<file path="config.mk">
export PLATFORM = sky130hd
export DESIGN_NAME = cpu_sram_like_bridge_flat
export DESIGN_NICKNAME = d
export VERILOG_FILES = /design/src/rtl/cpu_sram_like_bridge_if.sv /design/src/rtl/cpu_sram_like_bridge.sv /design/src/flat_wrapper.sv
export SDC_FILE = /design/constraint.sdc
export NUM_CORES = 1
export LEC_CHECK = 0
export BUFFER_PORTS_ARGS = -buffer_cell sky130_fd_sc_hd__buf_2
export CAP_MARGIN = 20
export CELL_PAD_IN_SITES_DETAIL_PLACEMENT = 0
export CELL_PAD_IN_SITES_GLOBAL_PLACEMENT = 2
export CORE_AREA = 8 8 174 176
export DETAILED_ROUTE_END_ITERATION = 8
export DIE_AREA = 0 0 182 184
export PLACE_DENSITY_LB_ADDON = 0.1
export SYNTH_ARGS = -nofsm -noshare
export SYNTH_HDL_FRONTEND = slang
export SYNTH_SLANG_ARGS = --single-unit
</file>
<file path="constraint.sdc">
create_clock -name clk -period 5.4 [get_ports clk]
set_input_delay 0.54 -clock clk [delete_from_list [all_inputs] [get_ports clk]]
set_output_delay 0.54 -clock clk [all_outputs]
set_load 0.005 [all_outputs]
</file>
<file path="src/rtl/cpu_sram_like_bridge_if.sv">
// Bundles the core-side fetch/data ports and the two SRAM-like master buses.
// The bridge uses the slave modport; the surrounding system (core + memory) uses master.
interface cpu_sram_like_bridge_if;
    logic        inst_en;
    logic [31:0] inst_addr;
    logic [31:0] inst_rdata;
    logic        i_stall;

    logic        data_en;
    logic [3:0]  data_wen;
    logic [31:0] data_addr;
    logic [31:0] data_wdata;
    logic [31:0] data_rdata;
    logic        d_stall;

    logic        longest_stall;

    logic        inst_req;
    logic        inst_wr;
    logic [1:0]  inst_size;
    logic [31:0] inst_addr_o;
    logic [31:0] inst_wdata;
    logic        inst_addr_ok;
    logic        inst_data_ok;
    logic [31:0] inst_rdata_i;

    logic        data_req;
    logic        data_wr;
    logic [1:0]  data_size;
    logic [31:0] data_addr_o;
    logic [31:0] data_wdata_o;
    logic        data_addr_ok;
    logic        data_data_ok;
    logic [31:0] data_rdata_i;

    modport slave (
        input  inst_en, inst_addr, data_en, data_wen, data_addr, data_wdata, longest_stall,
               inst_addr_ok, inst_data_ok, inst_rdata_i,
               data_addr_ok, data_data_ok, data_rdata_i,
        output inst_rdata, i_stall, data_rdata, d_stall,
               inst_req, inst_wr, inst_size, inst_addr_o, inst_wdata,
               data_req, data_wr, data_size, data_addr_o, data_wdata_o
    );

    modport master (
        output inst_en, inst_addr, data_en, data_wen, data_addr, data_wdata, longest_stall,
               inst_addr_ok, inst_data_ok, inst_rdata_i,
               data_addr_ok, data_data_ok, data_rdata_i,
        input  inst_rdata, i_stall, data_rdata, d_stall,
               inst_req, inst_wr, inst_size, inst_addr_o, inst_wdata,
               data_req, data_wr, data_size, data_addr_o, data_wdata_o
    );
endinterface

</file>
<file path="src/rtl/cpu_sram_like_bridge.sv">
// Converts the core's enable/stall fetch and data ports into two independent
// SRAM-like master channels, each with one outstanding transaction at most.
module cpu_sram_like_bridge (
    input  logic                         clk,
    input  logic                         rst,
    cpu_sram_like_bridge_if.slave        bus
);

    typedef enum logic [1:0] {IDLE, REQ, WAIT, DONE} state_t;

    state_t      i_state_reg, i_state_next;
    logic [31:0] i_addr_reg;
    logic [31:0] i_rdata_reg;
    logic        i_capture, i_data_hit;

    state_t      d_state_reg, d_state_next;
    logic [31:0] d_addr_reg;
    logic [31:0] d_wdata_reg;
    logic [1:0]  d_size_reg;
    logic        d_wr_reg;
    logic [31:0] d_rdata_reg;
    logic        d_capture, d_data_hit;

    // Byte-enable pattern to transfer size; odd patterns fall back to a full word.
    function automatic logic [1:0] wen_size(input logic [3:0] wen);
        case (wen)
            4'b0011, 4'b1100:                   wen_size = 2'd1;
            4'b0001, 4'b0010, 4'b0100, 4'b1000: wen_size = 2'd0;
            default:                            wen_size = 2'd2;
        endcase
    endfunction

    assign i_capture  = (i_state_reg == IDLE) && bus.inst_en;
    assign i_data_hit = bus.inst_data_ok &&
                        (((i_state_reg == REQ) && bus.inst_addr_ok) || (i_state_reg == WAIT));
    assign d_capture  = (d_state_reg == IDLE) && bus.data_en;
    assign d_data_hit = bus.data_data_ok &&
                        (((d_state_reg == REQ) && bus.data_addr_ok) || (d_state_reg == WAIT));

    // ---------------- instruction channel ----------------
    always_ff @(posedge clk or posedge rst) begin
        if (rst) begin
            i_state_reg <= IDLE;
            i_addr_reg  <= '0;
            i_rdata_reg <= '0;
        end else begin
            i_state_reg <= i_state_next;
            if (i_capture)  i_addr_reg  <= bus.inst_addr;
            if (i_data_hit) i_rdata_reg <= bus.inst_rdata_i;
        end
    end

    always_comb begin
        i_state_next = i_state_reg;
        case (i_state_reg)
            IDLE: if (bus.inst_en) i_state_next = REQ;
            REQ:  if (bus.inst_addr_ok) i_state_next = bus.inst_data_ok ? DONE : WAIT;
            WAIT: if (bus.inst_data_ok) i_state_next = DONE;
            DONE: if (!bus.longest_stall) i_state_next = IDLE;
            default: i_state_next = IDLE;
        endcase
    end

    always_comb begin
        bus.inst_req    = (i_state_reg == REQ);
        bus.inst_wr     = 1'b0;
        bus.inst_size   = 2'd2;
        bus.inst_addr_o = i_addr_reg;
        bus.inst_wdata  = '0;
        bus.inst_rdata  = i_rdata_reg;
        bus.i_stall     = bus.inst_en && (i_state_reg != DONE);
    end

    // ---------------- data channel ----------------
    always_ff @(posedge clk or posedge rst) begin
        if (rst) begin
            d_state_reg <= IDLE;
            d_addr_reg  <= '0;
            d_wdata_reg <= '0;
            d_size_reg  <= '0;
            d_wr_reg    <= 1'b0;
            d_rdata_reg <= '0;
        end else begin
            d_state_reg <= d_state_next;
            if (d_capture) begin
                // Reads go out word-aligned; writes keep the byte address for the lane select.
                d_addr_reg  <= (bus.data_wen == 4'b0000) ? {bus.data_addr[31:2], 2'b00}
                                                         : bus.data_addr;
                d_wdata_reg <= bus.data_wdata;
                d_size_reg  <= wen_size(bus.data_wen);
                d_wr_reg    <= (bus.data_wen != 4'b0000);
            end
            if (d_data_hit) d_rdata_reg <= bus.data_rdata_i;
        end
    end

    always_comb begin
        d_state_next = d_state_reg;
        case (d_state_reg)
            IDLE: if (bus.data_en) d_state_next = REQ;
            REQ:  if (bus.data_addr_ok) d_state_next = bus.data_data_ok ? DONE : WAIT;
            WAIT: if (bus.data_data_ok) d_state_next = DONE;
            DONE: if (!bus.longest_stall) d_state_next = IDLE;
            default: d_state_next = IDLE;
        endcase
    end

    always_comb begin
        bus.data_req     = (d_state_reg == REQ);
        bus.data_wr      = d_wr_reg;
        bus.data_size    = d_size_reg;
        bus.data_addr_o  = d_addr_reg;
        bus.data_wdata_o = d_wdata_reg;
        bus.data_rdata   = d_rdata_reg;
        bus.d_stall      = bus.data_en && (d_state_reg != DONE);
    end

endmodule

</file>
<file path="src/flat_wrapper.sv">
// flat-port wrapper written by rule: the top's interface ports become plain ports
module cpu_sram_like_bridge_flat 
  (clk, rst, bus_inst_en, bus_inst_addr, bus_data_en, bus_data_wen, bus_data_addr, bus_data_wdata, bus_longest_stall, bus_inst_addr_ok, bus_inst_data_ok, bus_inst_rdata_i, bus_data_addr_ok, bus_data_data_ok, bus_data_rdata_i, bus_inst_rdata, bus_i_stall, bus_data_rdata, bus_d_stall, bus_inst_req, bus_inst_wr, bus_inst_size, bus_inst_addr_o, bus_inst_wdata, bus_data_req, bus_data_wr, bus_data_size, bus_data_addr_o, bus_data_wdata_o);
  cpu_sram_like_bridge_if bus_i ();
  input  logic clk;
  input  logic rst;
  input wire logic [$bits(bus_i.inst_en)-1:0] bus_inst_en;
  input wire logic [$bits(bus_i.inst_addr)-1:0] bus_inst_addr;
  input wire logic [$bits(bus_i.data_en)-1:0] bus_data_en;
  input wire logic [$bits(bus_i.data_wen)-1:0] bus_data_wen;
  input wire logic [$bits(bus_i.data_addr)-1:0] bus_data_addr;
  input wire logic [$bits(bus_i.data_wdata)-1:0] bus_data_wdata;
  input wire logic [$bits(bus_i.longest_stall)-1:0] bus_longest_stall;
  input wire logic [$bits(bus_i.inst_addr_ok)-1:0] bus_inst_addr_ok;
  input wire logic [$bits(bus_i.inst_data_ok)-1:0] bus_inst_data_ok;
  input wire logic [$bits(bus_i.inst_rdata_i)-1:0] bus_inst_rdata_i;
  input wire logic [$bits(bus_i.data_addr_ok)-1:0] bus_data_addr_ok;
  input wire logic [$bits(bus_i.data_data_ok)-1:0] bus_data_data_ok;
  input wire logic [$bits(bus_i.data_rdata_i)-1:0] bus_data_rdata_i;
  output wire logic [$bits(bus_i.inst_rdata)-1:0] bus_inst_rdata;
  output wire logic [$bits(bus_i.i_stall)-1:0] bus_i_stall;
  output wire logic [$bits(bus_i.data_rdata)-1:0] bus_data_rdata;
  output wire logic [$bits(bus_i.d_stall)-1:0] bus_d_stall;
  output wire logic [$bits(bus_i.inst_req)-1:0] bus_inst_req;
  output wire logic [$bits(bus_i.inst_wr)-1:0] bus_inst_wr;
  output wire logic [$bits(bus_i.inst_size)-1:0] bus_inst_size;
  output wire logic [$bits(bus_i.inst_addr_o)-1:0] bus_inst_addr_o;
  output wire logic [$bits(bus_i.inst_wdata)-1:0] bus_inst_wdata;
  output wire logic [$bits(bus_i.data_req)-1:0] bus_data_req;
  output wire logic [$bits(bus_i.data_wr)-1:0] bus_data_wr;
  output wire logic [$bits(bus_i.data_size)-1:0] bus_data_size;
  output wire logic [$bits(bus_i.data_addr_o)-1:0] bus_data_addr_o;
  output wire logic [$bits(bus_i.data_wdata_o)-1:0] bus_data_wdata_o;
  assign bus_i.inst_en = bus_inst_en;
  assign bus_i.inst_addr = bus_inst_addr;
  assign bus_i.data_en = bus_data_en;
  assign bus_i.data_wen = bus_data_wen;
  assign bus_i.data_addr = bus_data_addr;
  assign bus_i.data_wdata = bus_data_wdata;
  assign bus_i.longest_stall = bus_longest_stall;
  assign bus_i.inst_addr_ok = bus_inst_addr_ok;
  assign bus_i.inst_data_ok = bus_inst_data_ok;
  assign bus_i.inst_rdata_i = bus_inst_rdata_i;
  assign bus_i.data_addr_ok = bus_data_addr_ok;
  assign bus_i.data_data_ok = bus_data_data_ok;
  assign bus_i.data_rdata_i = bus_data_rdata_i;
  assign bus_inst_rdata = bus_i.inst_rdata;
  assign bus_i_stall = bus_i.i_stall;
  assign bus_data_rdata = bus_i.data_rdata;
  assign bus_d_stall = bus_i.d_stall;
  assign bus_inst_req = bus_i.inst_req;
  assign bus_inst_wr = bus_i.inst_wr;
  assign bus_inst_size = bus_i.inst_size;
  assign bus_inst_addr_o = bus_i.inst_addr_o;
  assign bus_inst_wdata = bus_i.inst_wdata;
  assign bus_data_req = bus_i.data_req;
  assign bus_data_wr = bus_i.data_wr;
  assign bus_data_size = bus_i.data_size;
  assign bus_data_addr_o = bus_i.data_addr_o;
  assign bus_data_wdata_o = bus_i.data_wdata_o;
  cpu_sram_like_bridge u_core (.clk(clk), .rst(rst), .bus(bus_i));
endmodule
</file>
Word level (Yosys, flattened, before mapping)
Cells that the tools add are included.
W data, S select, Z words.
{ "classes": {"n_eq_ne": 22, "n_mux": 13, "reduce_logical": 18} }
{ "ops": {"columns": ["operator", "count"], "rows": [
  ["$ne A2 B2 Y1 const B", 10],
  ["$mux W2", 8],
  ["$pmux W2 S4", 2],
  ["$eq A2 B2 Y1 const B", 4],
  ["$eq A4 B2 Y1 const B", 2],
  ["$eq A4 B4 Y1 const B", 2],
  ["$logic_and A1 B1 Y1", 8],
  ["$reduce_and A4 Y1", 2],
  ["$eq A2 B1 Y1 const B", 2],
  ["$eq A4 B1 Y1 const B", 1],
  ["$eq A4 B3 Y1 const B", 1],
  ["$logic_not A2 Y1", 2],
  ["$logic_not A4 Y1", 1],
  ["$pmux W2 S2", 1],
  ["$reduce_bool A4 Y1", 1],
  ["$reduce_or A4 Y1", 1],
  ["$logic_or A1 B1 Y1", 2],
  ["$mux W1", 2],
  ["$reduce_or A2 Y1", 1]
]} }
{ "totals": {"reg_bits": 167, "inputBits": 173} }

Logic depth before layout (Yosys ltp)
Gate-level depths: netlist of the first run.
{ "depth": {"word_depth": 4, "depth_mapped": 6} }

Worst setup path after synthesis of the first run
Ideal clock, no wire load.
{ "synth_path": {"path_kind": "reg2reg", "startpoint": "register u_core.i_state_reg[0]", "endpoint": "register u_core.i_rdata_reg[19], in the netlist u_core.bus.inst_rdata[19]", "setup_slack_ps": 3813, "path_stages_with_launch": 7, "arrival_ps": 1462, "synth_period_minus_slack_ps": 1587, "required_time_ps": 5275, "path_cell_list": "dfrtp_1 -> inv_1 -> ha_1 -> a21o_1 -> nand2_1 -> buf_4 -> mux2_2"} }
{ "synth_via": {"elab_chain_len": 4} }
{ "synth_lines": {"columns": ["item", "line_no", "source"], "rows": [
  ["from (decl)", "cpu_sram_like_bridge.sv:11", "state_t i_state_reg, i_state_next;"],
  ["from (signal assigned)", "cpu_sram_like_bridge.sv:47", "i_state_reg <= i_state_next;"],
  ["$eq A2 B1 Y1", "cpu_sram_like_bridge.sv:35", "(((i_state_reg == REQ) && bus.inst_addr_ok) || (i_state_reg == WAIT));"],
  ["$logic_and A1 B1 Y1", "cpu_sram_like_bridge.sv:35", null],
  ["$logic_or A1 B1 Y1 *", "cpu_sram_like_bridge.sv:35", null],
  ["$logic_and A1 B1 Y1 *", "cpu_sram_like_bridge.sv:34", "assign i_data_hit = bus.inst_data_ok &&"],
  ["to (signal assigned)", "cpu_sram_like_bridge.sv:49", "if (i_data_hit) i_rdata_reg <= bus.inst_rdata_i;"],
  ["to (decl)", "cpu_sram_like_bridge.sv:13", "logic [31:0] i_rdata_reg;"]
]} }
Every way passes the cells marked *; elsewhere a longest branch is shown, timed or not.
A chain may end at the register's enable or synchronous reset.

Worst setup path in the final report of the first run
{ "layout_path": {"startpoint": "register u_core.d_state_reg[0]", "endpoint": "register u_core.d_addr_reg[17], in the netlist u_core.bus.data_addr_o[17]"} }
{ "layout_via": {"elab_chain_len": 2} }
{ "layout_lines": {"columns": ["item", "line_no", "source"], "rows": [
  ["from (decl)", "cpu_sram_like_bridge.sv:16", "state_t d_state_reg, d_state_next;"],
  ["from (signal assigned)", "cpu_sram_like_bridge.sv:84", "d_state_reg <= d_state_next;"],
  ["$logic_not A2 Y1", "cpu_sram_like_bridge.sv:36", "assign d_capture = (d_state_reg == IDLE) && bus.data_en;"],
  ["$logic_and A1 B1 Y1", "cpu_sram_like_bridge.sv:36", null],
  ["to (signal assigned)", "cpu_sram_like_bridge.sv:87", "d_addr_reg <= (bus.data_wen == 4'b0000) ? {bus.data_addr[31:2], 2'b00}"],
  ["to (decl)", "cpu_sram_like_bridge.sv:17", "logic [31:0] d_addr_reg;"]
]} }
No other way between the ends.

==> impl_metrics.json, run 1 <==
{
  "grt_max_degree": 78,
  "min_period_over_period_pct": 44.28,
  "cp-start-kind": "flop",
  "vias": 4530,
  "cts-buffers-inserted": 17,
  "crit_start": "u_core.d_state_reg[0]",
  "cp_max_fo": 45,
  "critPathKind": "reg -> reg",
  "initial_core_util_pct": 24.51,
  "worstPathArrival_ns": 2.68,
  "mostFrequentLayoutCell": "buf_2",
  "coreArea_mm2": 0.02748,
  "syn_avg_cell_area_um2": 15.48,
  "synthCells": 435,
  "synth_compound_area_share_pct": 1.672,
  "htreeDepth": 4,
  "first_iter_violations": 208,
  "status": "complete, no violations",
  "pre_cts_slack_ns": 2.997,
  "die_height_um": 184,
  "cpPeakStageDelay_ns": 0.60,
  "hpwl_um": 16510,
  "drc": 0,
  "die_w_um": 182,
  "drive_gt1_share_pct": 67.25,
  "ys_ff_latch": 167,
  "drt-pass1-iter-count": 4,
  "io_pins": 375,
  "synth_area_leaders": "dfrtp_1 (62%), mux2_2 (26%), buf_4 (4.6%), ha_1 (2.2%), mux2_1 (0.84%)",
  "gp_congestion": 0.7314,
  "diodes": 0,
  "synth_ff_type": "dfrtp_1",
  "crit_buf_inv": 2,
  "clock-sinks": 167,
  "viasPerCell": 3.974,
  "rows": 61,
  "yosysTopAreaCell": "dfrtp_1",
  "min_period_ns": 2.391,
  "yosysSeqAreaShare_pct": 62.05,
  "vdd_drop_max_v": 0.0002026,
  "yosys.area.top_type_share_pct": 62.05,
  "grt_setup_unrepaired": "no",
  "finalPower_uw": 5398,
  "cp_num_cells": 5,
  "synth_top_family_by_area": "multiplexers",
  "path_clk_slew_ns": 0.08,
  "hold_path_class": "in -> async",
  "p_per_area_mw_per_mm2": 583.3,
  "path_cells": "inv_1, ha_1, nand2_2, buf_4, mux2_2",
  "clk_path_buf_depth": 2,
  "synth_xor_area_share_pct": 0.1300,
  "finalSetupViolCount": 0,
  "synth_edf_count": 0,
  "clock_skew_ns": 0.01941,
  "fin_nets": 966,
  "die-area_mm2": 0.03349,
  "post_cts_resized": 0,
  "critPathCaptureType": "flop",
  "cts_hold_buf": 0,
  "syn_area_mm2": 0.006735,
  "grt_first_pass_wirelength_um": 31330,
  "worst_slack_ns": 3.009,
  "r2r-start": "u_core.d_state_reg[0]",
  "synthDistinctLibCells": 24,
  "slew_headroom_pct": 52.77,
  "maxCapViolCount": 0,
  "routedWlPerCell_um": 18.21,
  "area_growth_pct": 37.40,
  "drt_wl_total_um": 20760,
  "clk_latency_ns": 0.43,
  "synth_mux_area_share_pct": 26.75,
  "fmax_mhz": 418.2,
  "grt_pass1_vias": 5163,
  "yosys_warnings": 0,
  "grtUsageTotal_pct": 12.21,
  "cp_slowest_cell": "buf_4",
  "finalHoldViolations": 0,
  "cp_top_family": "buffers and inverters",
  "clockRootBuffer": "clkbuf_16",
  "cts_setup_buffers": 0,
  "drtAntennaViolNets": 0,
  "ff2ff_setup_slack_ns": 3.01,
  "r2r-end": "u_core.bus.data_addr_o[17]",
  "worstSetupEndpoint": "u_core.bus.data_addr_o[17]",
  "worstRegToRegCells": 5,
  "grt_antenna_before_repair": 2,
  "tightest_slew_ns": 0.7084,
  "async_reset_ff_share_pct": 100.0,
  "drv_slew": 0,
  "cp.required_ns": 5.69,
  "gr-total-overflow": 0,
  "final_cell_mix": "buf_2 (339), dfrtp_1 (167), mux2_2 (155)",
  "cts_tree": "built",
  "p_leak_uw": 0.004651,
  "setup-tns-final_ns": 0,
  "synth-adder-area-share_pct": 2.229,
  "yosys.area_share.simple_pct": 1.356,
  "io_buffers": 339
}
-- final cells by class --
cell class              instances  area [um2]
clock buffers                  18       439.2
clock inverters                14       131.4
fillers                      2810       18220
inverters                       7       31.28
multi-input cells             243        2298
flip-flops and latches        167        4179
well taps                     346       432.9
repair buffers                345        1742
-- synth_stat cells (3+ instances only) --
| cell type | number |
|---|---|
| dfrtp_1 | 167 |
| nor2_1 | 3 |
| nand2b_1 | 4 |
| ha_1 | 12 |
| mux2_2 | 155 |
| a21o_1 | 3 |
| o21ai_0 | 3 |
| mux2_1 | 5 |
| inv_1 | 7 |
| buf_4 | 41 |
| buf_2 | 10 |
| nand2_1 | 8 |
-- layer usage --
metal	global-route usage (%)	vias to the layer above	routed length (um)
li1	-	2130	-
met1	12.31	2198	7491
met2	22.68	179	11320
met3	4.684	19	1577
met4	4.296	4	342
met5	0	-	23
-- cells by family after synthesis --
kind of cell	count (synthesis)
xor gates and xnor gates	1
adders and majority gates	12
other	2
AOI/OAI and AO/OA	16
muxes	160
buffers and inverters	58
and+or+nand+nor	19
DFF	167
-- stage by stage --
stage	utilization, %	cell area [um2]	std cells	hold WS [ns]
global route	33.68	9254	1140	0.3025
finish	33.68	9254	1140	0.2458
floorplan	-	6859	468	0.4733
global placement	31.60	8683	1108	0.4585
CTS	33.68	9254	1140	0.2588
detailed placement	31.60	8683	1108	0.4705
-- worst min-delay path by stage --
stage                                  startpoint                          end
after CTS                                     rst  u_core.bus.data_wdata_o[25]
after floorplan           u_core.bus.data_size[0]      u_core.bus.data_size[0]
after detailed placement  u_core.bus.data_size[1]      u_core.bus.data_size[1]
after global placement         u_core.bus.data_wr           u_core.bus.data_wr
final                                         rst  u_core.bus.data_wdata_o[25]
after global routing                          rst  u_core.bus.data_wdata_o[25]
-- worst reg2reg max path, cell delays in order, from the launching register on --
cell and delay, ns:
dfrtp_1 0.41, inv_1 0.12, ha_1 0.24, nand2_2 0.47
buf_4 0.61, mux2_2 0.43
-- power breakdown --
group | switching (uW) | total [uW] | internal, uW | leakage [uW]
clock network | 570 | 1200 | 625 | 0.000274
logic | 871 | 2010 | 1140 | 0.00240
registers | 296 | 2190 | 1900 | 0.00198
total | 1740 | 5400 | 3660 | 0.00465
Note: power is estimated with default switching activity, not from simulation.
==> run 2, diff against run 1 <==
Clock period 5.4 ns to 2.1 ns, I/O delays scaled along.
==> impl_metrics.json, run 2 (same netlist as run 1, synthesis figures left out) <==
{
  "min_period_ns": 1.723,
  "drv_slew": 0,
  "hpwl_um": 15940,
  "dp.cells": 1109,
  "nFillCells": 2749,
  "status": "complete, no violations",
  "clk_latency_ns": 0.42,
  "io_pins": 375,
  "viasPerCell": 3.978,
  "clock_skew_ns": 0.007439,
  "path_clk_slew_ns": 0.07,
  "die_height_um": 184,
  "initial_core_util_pct": 24.51,
  "worstPathArrival_ns": 2.02,
  "finalHoldViolations": 0,
  "ff2ff_setup_slack_ns": 0.38,
  "area_growth_pct": 51.16,
  "maxCapViolCount": 0,
  "finalSetupViolCount": 0,
  "routedWlPerCell_um": 16.94,
  "post_cts_resized": 0,
  "die_w_um": 182,
  "final_cell_mix": "buf_2 (339), dfrtp_1 (167), mux2_2 (155)",
  "drc": 0,
  "critPathCaptureType": "flop",
  "cts-buffers-inserted": 17,
  "drive_gt1_share_pct": 60.45,
  "htreeDepth": 4,
  "grt_first_pass_wirelength_um": 31750,
  "cp_num_cells": 6,
  "cp_slowest_cell": "dfrtp_1",
  "drt-pass1-iter-count": 2,
  "drt_wl_total_um": 20790,
  "fmax_mhz": 580.3,
  "cp.required_ns": 2.39,
  "critPathKind": "reg -> reg",
  "grt_max_degree": 120,
  "fin_cells": 1227,
  "die-area_mm2": 0.03349,
  "p_leak_uw": 0.005023,
  "clockRootBuffer": "clkbuf_16",
  "mostFrequentLayoutCell": "buf_2",
  "fin_nets": 1053,
  "io_buffers": 339,
  "p_per_area_mw_per_mm2": 1377,
  "min_period_over_period_pct": 82.06,
  "grt_antenna_before_repair": 2,
  "min_path_cells": 2,
  "drtAntennaViolNets": 0,
  "setup-tns-final_ns": 0,
  "gr-total-overflow": 0,
  "vdd_drop_max_v": 0.0005660,
  "clk_path_buf_depth": 2,
  "cp-start-kind": "flop",
  "cts_setup_buffers": 0,
  "grt_pass1_vias": 5530,
  "worstRegToRegCells": 6,
  "cp_max_fo": 32,
  "crit_buf_inv": 2,
  "first_iter_violations": 128,
  "cpPeakStageDelay_ns": 0.40,
  "grtUsageTotal_pct": 12.15,
  "cp_top_family": "flip-flops",
  "grt_setup_unrepaired": "no",
  "path_cells": "inv_1, ha_1, a21o_1, nand2_1, buf_12, mux2_2",
  "vias": 4881,
  "gp_congestion": 0.7204,
  "clock-sinks": 167,
  "tightest_slew_ns": 0.7382,
  "cts_tree": "built",
  "hold_path_class": "in -> reg",
  "slew_headroom_pct": 50.78,
  "rows": 61,
  "coreArea_mm2": 0.02748
}
run 2: changes by cell type in the layout (fill, tap and decap cells not counted), sizes merged:
cell,previous run,this run
inv,16,10
clkbuf,18,19
dlygate4sd3,0,86
clkinvlp,3,6
bufinv,0,1
buf,345,346
diode,0,1
run 2: cell type report:
type | instances | area, um2 | area share, %
antenna | 1 | 2.502 | 0.02458
tap | 346 | 432.9 | 4.252
sequential | 167 | 4179 | 41.05
clock buffer | 19 | 432.9 | 4.252
timing repair buffer | 432 | 2685 | 26.37
multi-input combinational | 243 | 2298 | 22.58
clock inverter | 12 | 120.1 | 1.180
inverter | 7 | 30.03 | 0.2949
run 2: routing by layer:
| metal | part of all wire (%) | track usage (%) | vias up |
|---|---|---|---|
| met5 | 0.058 | 0 | - |
| met4 | 1.3 | 4.001 | 2 |
| met3 | 7.3 | 4.368 | 14 |
| met2 | 54 | 22.01 | 186 |
| met1 | 37 | 12.98 | 2385 |
| li1 | - | - | 2294 |
run 2: report_power, final:
group | switching, uW | internal (uW)
sequential | 750 | 4880
clock | 1360 | 1650
combinational | 2270 | 3120
run 2: metrics by stage:
| stage | hold WS (ns) | power (uW) | util (%) | setup slack, ns | cell area (um2) |
|---|---|---|---|---|---|
| 2_1_floorplan | 0.3417 | 8447 | - | -0.2368 | 6863 |
| 3_3_place_gp | 0.4232 | 11010 | 31.90 | 0.4446 | 8765 |
| 3_5_place_dp | 0.4336 | 11130 | 31.90 | 0.3886 | 8765 |
| 4_1_cts | 0.0001745 | 14380 | 37.01 | 0.3666 | 10170 |
| 5_1_grt | 0.001309 | 15100 | 37.05 | 0.2450 | 10180 |
| 6_report | 0.02610 | 14020 | 37.05 | 0.3766 | 10180 |
run 2: repair_timing:
item | 4_1_cts | 5_1_grt
setup endpoints to repair | 0 | 0
hold endpoints to repair | 85 | 7
hold buffers | 85 | 1
run 2: worst paths after layout:
| check | from | end |
|---|---|---|
| min in group asynchronous | rst | u_core.bus.inst_addr_o[16] |
| worst max register to register | u_core.d_state_reg[0] | u_core.bus.data_rdata[12] |
| worst min register to register | u_core.bus.data_size[0] | u_core.bus.data_size[0] |
| worst max-delay path | u_core.d_state_reg[0] | u_core.bus.data_rdata[12] |
| max in group asynchronous | rst | u_core.bus.data_rdata[15] |
| worst min-delay path | bus_inst_addr[12] | u_core.bus.inst_addr_o[12] |
==> run 3, diff against run 2 <==
Settings changed: CORE_AREA 8 8 174 176 to 8 8 165 167, DIE_AREA 0 0 182 184 to 0 0 173 175.
Clock period 2.1 ns to 1.6 ns, I/O delays scaled along.
==> impl_metrics.json, run 3 (same netlist as run 1, synthesis figures left out) <==
{
  "finalPower_uw": 21010,
  "worst_slack_ns": -0.03056,
  "status": "complete, but fails checks",
  "cp-start-kind": "flop",
  "grt_antenna_before_repair": 3,
  "fin_nets": 1161,
  "fmax_mhz": 613.3,
  "post-route-util_pct": 48.10,
  "first_iter_violations": 199,
  "crit_buf_inv": 2,
  "finalSetupViolCount": 39,
  "die_height_um": 175,
  "cp_top_family": "flip-flops",
  "path_cells": "inv_2, ha_2, a21o_1, nand2_4, clkbuf_16, mux2_4",
  "grtUsageTotal_pct": 14.41,
  "maxCapViolCount": 0,
  "gp_congestion": 0.7771,
  "routedWlPerCell_um": 17.63,
  "path_clk_slew_ns": 0.06,
  "mostFrequentLayoutCell": "buf_2",
  "critPathKind": "reg -> reg",
  "grt_first_pass_wirelength_um": 34640,
  "finalHoldViolations": 0,
  "final_cell_mix": "buf_2 (338), dfrtp_1 (164), dlygate4sd3_1 (161)",
  "drc": 0,
  "worstPathArrival_ns": 1.94,
  "die-area_mm2": 0.03028,
  "io_pins": 375,
  "min_period_over_period_pct": 101.9,
  "cpPeakStageDelay_ns": 0.42,
  "violations": "negative setup slack",
  "tightest_slew_ns": 0.6215,
  "holdWs_ns": 0.05022,
  "clock_skew_ns": 0.01123,
  "cp.required_ns": 1.91,
  "nFillCells": 2267,
  "clk_latency_ns": 0.43,
  "cts_tree": "built",
  "drv_slew": 0,
  "io_buffers": 339,
  "initial_core_util_pct": 27.30,
  "clockRootBuffer": "clkbuf_16",
  "htreeDepth": 4,
  "drt-pass1-iter-count": 4,
  "drive_gt1_share_pct": 60.73,
  "clk_path_buf_depth": 2,
  "dp.cells": 1104,
  "coreArea_mm2": 0.02467,
  "min_period_ns": 1.631,
  "slew_headroom_pct": 58.57,
  "grt_setup_unrepaired": "yes",
  "p_leak_uw": 0.005961,
  "drt_wl_total_um": 23270,
  "area_growth_pct": 76.22,
  "cp_max_fo": 8,
  "die_w_um": 173,
  "grt_pass1_vias": 6271,
  "p_per_area_mw_per_mm2": 1770,
  "hold_path_class": "in -> reg",
  "cp_slowest_cell": "dfrtp_2",
  "vdd_drop_max_v": 0.0007500,
  "vias": 5429,
  "viasPerCell": 4.113,
  "drtAntennaViolNets": 0,
  "hpwl_um": 15740,
  "clock-sinks": 167,
  "gr-total-overflow": 0,
  "grt_max_degree": 106,
  "rows": 58,
  "fin_cells": 1320,
  "cts-buffers-inserted": 17,
  "critPathCaptureType": "flop"
}
run 3: cell type report:
cell class / count / area (um2) / area share [%]
inverters: 7 / 35.03 / 0.2952
well taps: 330 / 412.9 / 3.479
multi-input cells: 243 / 2746 / 23.14
clock buffers: 19 / 432.9 / 3.647
repair buffers: 540 / 3933 / 33.13
diodes: 2 / 5.005 / 0.04217
clock inverters: 12 / 121.4 / 1.023
flip-flops and latches: 167 / 4183 / 35.24
run 3: power by group:
| part | switching [uW] | internal, uW | leakage, uW |
|---|---|---|---|
| Combinational | 3690 | 5850 | 0.00373 |
| Clock | 1790 | 2160 | 0.000257 |
| Sequential | 1110 | 6420 | 0.00197 |
run 3: worst min-delay path, stage by stage:
cell and delay [ns]:
buf_2 0.09, a31oi_1 0.06, o21ai_0 0.12
run 3: path summary, 6_finish.rpt:
kind                                               from                     endpoint  slack, ns  cells after the start
worst max-delay path              u_core.i_state_reg[1]    u_core.bus.inst_rdata[21]      -0.03                      6
max in group asynchronous                           rst  u_core.bus.data_wdata_o[10]       0.58                      4
worst min register to register  u_core.bus.data_size[0]      u_core.bus.data_size[0]       0.47                      2
worst max register to register    u_core.i_state_reg[1]    u_core.bus.inst_rdata[21]      -0.03                      6
min in group asynchronous                           rst     u_core.bus.inst_rdata[4]       0.44                      4
worst min-delay path                    bus_data_wen[1]      u_core.bus.data_size[0]       0.05                      3
run 3: layer usage:
layer	GRT usage, %	wire length (um)	share of wire [%]	vias up
met4	5.965	495	2.1	2
met5	0	10	0.043	-
li1	-	-	-	2516
met3	4.554	1443	6.2	33
met2	26.44	12430	53	204
met1	15.02	8893	38	2674
run 3: through the flow:
step | TNS (ns) | area (um2) | setup WS (ns)
finish | -0.5573 | 11870 | -0.03056
global route | -5.622 | 11870 | -0.08728
CTS | -1.331 | 11380 | -0.04571
detailed placement | -6.076 | 8840 | -0.1320
global placement | -2.106 | 8840 | -0.06038
floorplan | -114.69 | 6863 | -0.6868
run 3: timing repair:
item / CTS / global route
buffers inserted: 5 / 6
hold buffers: 161 / 0
pin swaps: 1 / 7
resized for setup: 54 / 72
endpoints found under the setup margin: 143 / 168
endpoints found under the hold margin: 327 / 0
cloned: 5 / 6
